`config.mk`:
```
export PLATFORM = sky130hd
export DESIGN_NAME = mult_sequencer
export DESIGN_NICKNAME = d
export VERILOG_FILES = /design/src/rtl/mult_pkg.sv /design/src/rtl/mult_step.sv /design/src/rtl/mult_sequencer.sv
export SDC_FILE = /design/constraint.sdc
export NUM_CORES = 2
export LEC_CHECK = 0
export CAP_MARGIN = 20
export CORE_MARGIN = 2
export CORE_UTILIZATION = 25
export DETAILED_ROUTE_END_ITERATION = 8
export GPL_TIMING_DRIVEN = 0
export PLACE_DENSITY_LB_ADDON = 0.15
export SLEW_MARGIN = 0
export SYNTH_ARGS = -nofsm -noshare
export SYNTH_HDL_FRONTEND = slang
export SYNTH_SLANG_ARGS = --single-unit
```
`constraint.sdc`:
```
create_clock -name clk -period 10.2 [get_ports clk]
set_input_delay 1.53 -clock clk [delete_from_list [all_inputs] [get_ports clk]]
set_output_delay 1.53 -clock clk [all_outputs]
set_load 0.02 [all_outputs]
```
`src/rtl/mult_pkg.sv`:
```
// Shared types and helpers for the E-stage multiply sequencer.
package mult_pkg;

  typedef enum logic [2:0] {
    IDLE,
    ITER,
    FIX,
    WRHI,
    WRLO
  } multState;

  // MultControl (InstrE[23:21]) field positions: 000 MUL, 001 MLA, 100 UMULL,
  // 101 UMLAL, 110 SMULL, 111 SMLAL.
  localparam int unsigned MC_ACC_BIT    = 0;
  localparam int unsigned MC_SIGNED_BIT = 1;
  localparam int unsigned MC_LONG_BIT   = 2;

  function automatic int unsigned multSteps(input int unsigned stepW);
    return 32 / stepW;
  endfunction

endpackage

```
`src/rtl/mult_step.sv`:
```
// One iteration of the shared multiplier: 32xSTEP_W partial product, shifted into the 64-bit accumulator.
module mult_step
  import mult_pkg::*;
#(
  parameter int unsigned STEP_W = 8,
  parameter int unsigned CNT_W  = 2
) (
  input  logic [31:0]      rmMag,
  input  logic [31:0]      rsMag,
  input  logic [CNT_W-1:0] count,
  input  logic [63:0]      accIn,
  output logic [63:0]      accOut
);

  logic [STEP_W-1:0] rsChunk;
  logic [63:0]       partial;

  always_comb begin
    rsChunk = rsMag[STEP_W*count +: STEP_W];
    partial = 64'(rmMag) * 64'(rsChunk);
    accOut  = accIn + (partial << (STEP_W * count));
  end

endmodule

```
`src/rtl/mult_sequencer.sv`:
```
// Multi-cycle MUL/MLA/UMULL/UMLAL/SMULL/SMLAL sequencer for the Execute stage.
// Optional early termination on short multipliers: define MULT_EARLY_TERM_EN.
module mult_sequencer
  import mult_pkg::*;
#(
  parameter int unsigned STEP_W = 8
) (
  input  logic        clk,
  input  logic        reset,
  input  logic        StartE,
  input  logic [2:0]  MultControlE,
  input  logic        SetFlagsE,
  input  logic        FlushE,
  input  logic [31:0] RmE,
  input  logic [31:0] RsE,
  input  logic [31:0] AccLoE,
  input  logic [31:0] AccHiE,
  input  logic [3:0]  FlagsE,
  output logic        BusyE,
  output logic        WriteHiE,
  output logic        WriteLoE,
  output logic [31:0] ResultE,
  output logic        DoneE,
  output logic [3:0]  MultFlagsE
);

  localparam int unsigned STEPS = multSteps(STEP_W);
  localparam int unsigned CNT_W = (STEPS > 1) ? $clog2(STEPS) : 1;
  localparam logic [CNT_W-1:0] LAST = CNT_W'(STEPS - 1);

  multState         state;
  logic [CNT_W-1:0] count;
  logic [63:0]      acc;
  logic [63:0]      accNext;
  logic [31:0]      rmMag;
  logic [31:0]      rsMag;
  logic             neg;
  logic             isLong;
  logic             doAcc;
  logic             setFlags;
  logic [31:0]      resultLo;
  logic             lastIter;
  logic             signedOp;
  logic [63:0]      prod;
  logic [63:0]      addend;
  logic [63:0]      fixSum;
  logic             resN;
  logic             resZ;

  mult_step #(
    .STEP_W(STEP_W),
    .CNT_W (CNT_W)
  ) u_step (
    .rmMag (rmMag),
    .rsMag (rsMag),
    .count (count),
    .accIn (acc),
    .accOut(accNext)
  );

`ifdef MULT_EARLY_TERM_EN
  // Stop once no multiplier bits remain above the chunk being consumed now.
  assign lastIter = (count == LAST) ||
                    ((rsMag >> (STEP_W * (32'(count) + 32'd1))) == 32'd0);
`else
  assign lastIter = (count == LAST);
`endif

  assign signedOp = MultControlE[MC_LONG_BIT] & MultControlE[MC_SIGNED_BIT];

  // Sign fix-up, accumulate and flag generation for the FIX cycle.
  always_comb begin
    prod   = neg ? -acc : acc;
    addend = 64'd0;
    if (doAcc) addend = isLong ? {AccHiE, AccLoE} : {32'd0, AccLoE};
    fixSum = prod + addend;
    resN   = isLong ? fixSum[63] : fixSum[31];
    resZ   = isLong ? (fixSum == 64'd0) : (fixSum[31:0] == 32'd0);
  end

  // Strobes are state decodes; a flush kills them in the same cycle.
  assign BusyE    = ((state == IDLE) & StartE) | (state == ITER) |
                    (state == FIX) | (state == WRHI);
  assign WriteHiE = (state == WRHI) & ~FlushE;
  assign WriteLoE = (state == WRLO) & ~FlushE;
  assign DoneE    = (state == WRLO) & ~FlushE;

  always_ff @(posedge clk) begin
    if (!reset) begin
      state      <= IDLE;
      count      <= '0;
      acc        <= 64'd0;
      rmMag      <= 32'd0;
      rsMag      <= 32'd0;
      neg        <= 1'b0;
      isLong     <= 1'b0;
      doAcc      <= 1'b0;
      setFlags   <= 1'b0;
      resultLo   <= 32'd0;
      ResultE    <= 32'd0;
      MultFlagsE <= 4'd0;
    end else begin
      ResultE <= 32'd0;
      case (state)
        IDLE: begin
          if (StartE && !FlushE) begin
            isLong   <= MultControlE[MC_LONG_BIT];
            doAcc    <= MultControlE[MC_ACC_BIT];
            setFlags <= SetFlagsE;
            rmMag    <= (signedOp && RmE[31]) ? -RmE : RmE;
            rsMag    <= (signedOp && RsE[31]) ? -RsE : RsE;
            neg      <= signedOp && (RmE[31] ^ RsE[31]);
            acc      <= 64'd0;
            count    <= '0;
            state    <= ITER;
          end
        end
        ITER: begin
          if (FlushE) begin
            state <= IDLE;
          end else begin
            acc   <= accNext;
            count <= count + CNT_W'(1);
            if (lastIter) state <= FIX;
          end
        end
        FIX: begin
          if (FlushE) begin
            state <= IDLE;
          end else begin
            resultLo   <= fixSum[31:0];
            ResultE    <= isLong ? fixSum[63:32] : fixSum[31:0];
            MultFlagsE <= setFlags ? {resN, resZ, FlagsE[1:0]} : FlagsE;
            state      <= isLong ? WRHI : WRLO;
          end
        end
        WRHI: begin
          if (FlushE) begin
            state <= IDLE;
          end else begin
            ResultE <= resultLo;
            state   <= WRLO;
          end
        end
        default: state <= IDLE;
      endcase
    end
  end

endmodule

```
==> impl_results.md <==
* Post-synthesis sequential area ratio at 0.150
* Compound-Gate Fraction of Synth Area at 0.224
* Tot Pwr at 2680 uW
* Final layout net count at 4265
* Worst reg2reg setup slack at 0.50 ns
* Sequential share of power at 0.321
* Slew Limit Fails at 0
* Gr usage total at 0.180
* Max-slew headroom at 0.265
* Crit path largest cell delay at 0.62 ns
* EDFF count, synth at 0
* Worst Setup Slack, final at 0.504 ns
* Status: finished, final reports clean
* Yosys cell types at 87
* Root Buffer: clkbuf_16
* Synth Warn # at 0
* Clock Latency Late Sink at 0.59 ns
* Peak fanout along the critical path at 10
* Worst min-delay path endpoint: MultFlagsE[1]
* CP startpoint: count[0]
* Fin crit share at 0.951
* Clk network pwr share at 0.362
* Largest area contributor in the netlist: dfxtp_1
* Most frequent CP cell: fa_1
* Final Non-Filler Cells at 5180
* Worst EP arrival at 10.17 ns
* Crit end category: flip-flop
* Via count at 25300
* First-pass iteration count of the detailed router at 5
* Main combinational cell family by area after synthesis: simple AND/OR/NAND/NOR gates
* Vias in the first global route at 25500
* Initial antenna violation count at 4
* Hold_sp: MultFlagsE[1]
* Antenna diodes at 0
* Peak Freq at 103 MHz
* H-tree levels at 1
* CP Launch Type: flip-flop
* CP Class: reg -> reg
* Worst-path clk slew at 0.07 ns
* Vias/cell at 4.88
* Sw Pwr at 955 uW
* Post-Place Cells at 5128
* Io pins at 180
* Die area at 112000 sq um
* Largest net degree at the start of global routing at 14
* Final min period at 9.70 ns
* Number of synthesized register bits at 205
* RR Endpoint: acc[63]
* Row count at 121
* GRT overflow at 0
* WHS Path Cells at 2
* Post-synthesis simple-gate area fraction at 0.240
* Worst Reg-to-Reg Cells at 36
* Number of max-cap violations at 0
* Starting density of the core at 0.252
* Post-Syn Nets at 4050
* Combinational power share at 0.317
* Switching share of power at 0.357
* Post-synth ARST share at 0
* Layout cells sized above 1 at 0.0406
* Top FF cell, synth: dfxtp_1
* Internal at 1720 uW
* Xor/xnor share of the synthesized area at 0.0793
* Global-route wire length before repair at 157000 um
* Worst slew pin tran at 1.10 ns
* Setup violators final at 0
* Routability Congestion at 0.947
* Post-synthesis area per instance at 7.75 sq um
* Cells after Synth at 3531
* Die Y at 335 um
* DRC Markers at 0
* Port Buf Inserts at 179
* Top-area cell type share of the netlist area at 0.150
* HPWL after DPL at 88000 um
* CTS Sinks at 205
* Post-Syn Area at 27400 sq um
* Clk buf depth at 3
* Worst IR drop on VDD at 117 uV
* Final Hold Viols at 0
* Antenna Nets Post-Route at 0
* Total Wirelength at 104000 um
* Worst hold-check path type: reg -> reg
* Setup Skew at 0.0158 ns
* Iter 0 DRT Violations at 1313
* Place WS at -1.85 ns
* Total CTS buffers at 26
* Cell Pwr Density at 83.4 nW/um^2
* Post-synthesis mux area share at 0.0237
* Synth-to-layout area growth at 17.4%
* Crit Reg-Reg Startpoint: count[0]
* Chip width at 335 um
* Crit path required time at 10.68 ns
* Main area contributors after synthesis: dfxtp_1, fa_1, ha_1
* Slowest CP cell: mux4_2
* Average wire per standard cell at 20.0 um
* CTS tree: built
* LEAKAGE at 0.0145 uW
* Core area at 109000 sq um
* Post-Synth Adder-Cell Area at 0.223
-- power by group through the flow --
stage	sequential (uW)	combinational (uW)	clock [uW]
finish	861	849	969
global route	865	937	1030
CTS	860	845	1000
detailed placement	878	838	0
global placement	878	840	0
floorplan	860	536	0
-- how the worst max path moves through the flow --
stage | endpoint | slack (ns) | cells past startpoint
6_report | acc[63] | 0.50 | 36
5_1_grt | acc[59] | -0.01 | 36
3_3_place_gp | acc[63] | -1.94 | 37
2_1_floorplan | acc[63] | 0.83 | 37
3_5_place_dp | acc[63] | -1.85 | 36
4_1_cts | acc[63] | 0.006 | 37
-- area by class of cell --
class | count | area [sq um]
plain buffers | 187 | 738
multi-input cells | 2886 | 21800
well taps | 1414 | 1770
fillers | 11900 | 76600
repair buffers | 190 | 1920
inverters | 250 | 938
flip-flops and latches | 205 | 4100
clock inverters | 13 | 163
clock buffers | 35 | 724
-- state kept, by name, indices dropped and copies added (netlist names) --
| name | count |
|---|---|
| MultFlagsE | 4 |
| ResultE | 32 |
| acc | 64 |
| count | 2 |
| doAcc | 1 |
| isLong | 1 |
| neg | 1 |
| resultLo | 32 |
| rmMag | 32 |
| rsMag | 32 |
| setFlags | 1 |
| state | 3 |
-- stage by stage --
| stage | util | instance area [sq um] | TNS, ns | hold WS, ns |
|---|---|---|---|---|
| after floorplan | - | 27400 | 0 | 0.440 |
| after global placement | 0.285 | 30900 | -29.38 | 0.457 |
| after detailed placement | 0.285 | 31000 | -27.97 | 0.461 |
| after CTS | 0.294 | 32000 | 0 | 0.469 |
| after global routing | 0.296 | 32100 | -0.0107 | 0.479 |
| final | 0.296 | 32100 | 0 | 0.462 |
-- synth_stat cells (7+ instances only) --
library cell	instances
nor2b_1	49
a22oi_1	53
inv_1	249
o211ai_1	16
o21bai_1	28
and2_1	276
mux2_2	14
nand2b_1	25
or3_1	48
buf_1	12
a211oi_1	18
nand4_1	49
clkbuf_1	177
a21o_1	98
nor3_1	56
a21boi_0	35
o41ai_1	12
dfxtp_1	205
nor4_1	14
a21oi_1	215
o211a_1	63
a41oi_1	7
and3_1	54
ha_1	197
xnor2_1	160
fa_1	182
or2_2	14
a31o_2	8
nand2_1	379
mux2i_1	31
xor2_1	88
a31oi_1	19
or4_1	9
o21ai_0	205
o21a_1	24
o31ai_1	38
nor2_1	217
nand3_1	59
mux4_2	8
o22ai_1	9
-- logic make-up (layout without fill, tap and decap cells) --
| logic type | count (synthesis) | count (layout) |
|---|---|---|
| AND/OR/NAND/NOR | 1288 | 1288 |
| XOR/XNOR | 248 | 248 |
| flip-flops | 205 | 205 |
| multiplexers | 53 | 53 |
| buffers and inverters | 440 | 675 |
| AO/OA/AOI/OAI | 918 | 918 |
| adder cells (fa/ha/maj) | 379 | 379 |
-- layer usage --
| metal | up-vias | track usage | wire length, um |
|---|---|---|---|
| met1 | 11900 | 0.235 | 47900 |
| li1 | 12700 | - | - |
| met5 | - | 0 | 0 |
| met2 | 508 | 0.309 | 48300 |
| met4 | 0 | 0.0616 | 3860 |
| met3 | 141 | 0.0179 | 3440 |
-- cells in the final DEF (no fill, tap or decap), types with 13 or more instances in the layout --
cell / instances
clkbuf_1: 171
a22oi_1: 53
ha_1: 195
nand4_1: 49
nor3_1: 56
mux2i_1: 30
a21o_1: 98
and3_1: 54
xnor2_1: 158
or2_2: 14
xor2_1: 84
o21ai_0: 198
clkdlybuf4s50_1: 179
nor2_1: 217
or3_1: 48
nor2b_1: 49
a21boi_0: 34
inv_1: 249
a31oi_1: 18
nand2b_1: 25
mux2_2: 13
o31ai_1: 37
o211ai_1: 16
o211a_1: 63
nand2_1: 379
fa_1: 182
dfxtp_1: 205
clkbuf_16: 26
o21bai_1: 28
o21a_1: 23
and2_1: 276
a211oi_1: 16
nand3_1: 59
a21oi_1: 209
-- critical path: cells and delay by family, from the launching register on --
kind | cells | cell delay [ns]
and+or+nand+nor | 4 | 0.61
AOI/OAI and AO/OA | 18 | 4.01
muxes | 1 | 0.62
buffers and inverters | 5 | 0.77
xor gates and xnor gates | 2 | 0.38
adders and majority gates | 6 | 2.85
DFF | 1 | 0.34
-- repair_timing --
| item | in CTS | in global routing |
|---|---|---|
| resized for setup | 31 | 26 |
| pin swaps | 3 | 7 |
| hold buffers | 0 | 0 |
| setup endpoints to repair | 36 | 19 |
| buffers inserted | 1 | 4 |
Note: power is estimated with default switching activity, not from simulation.
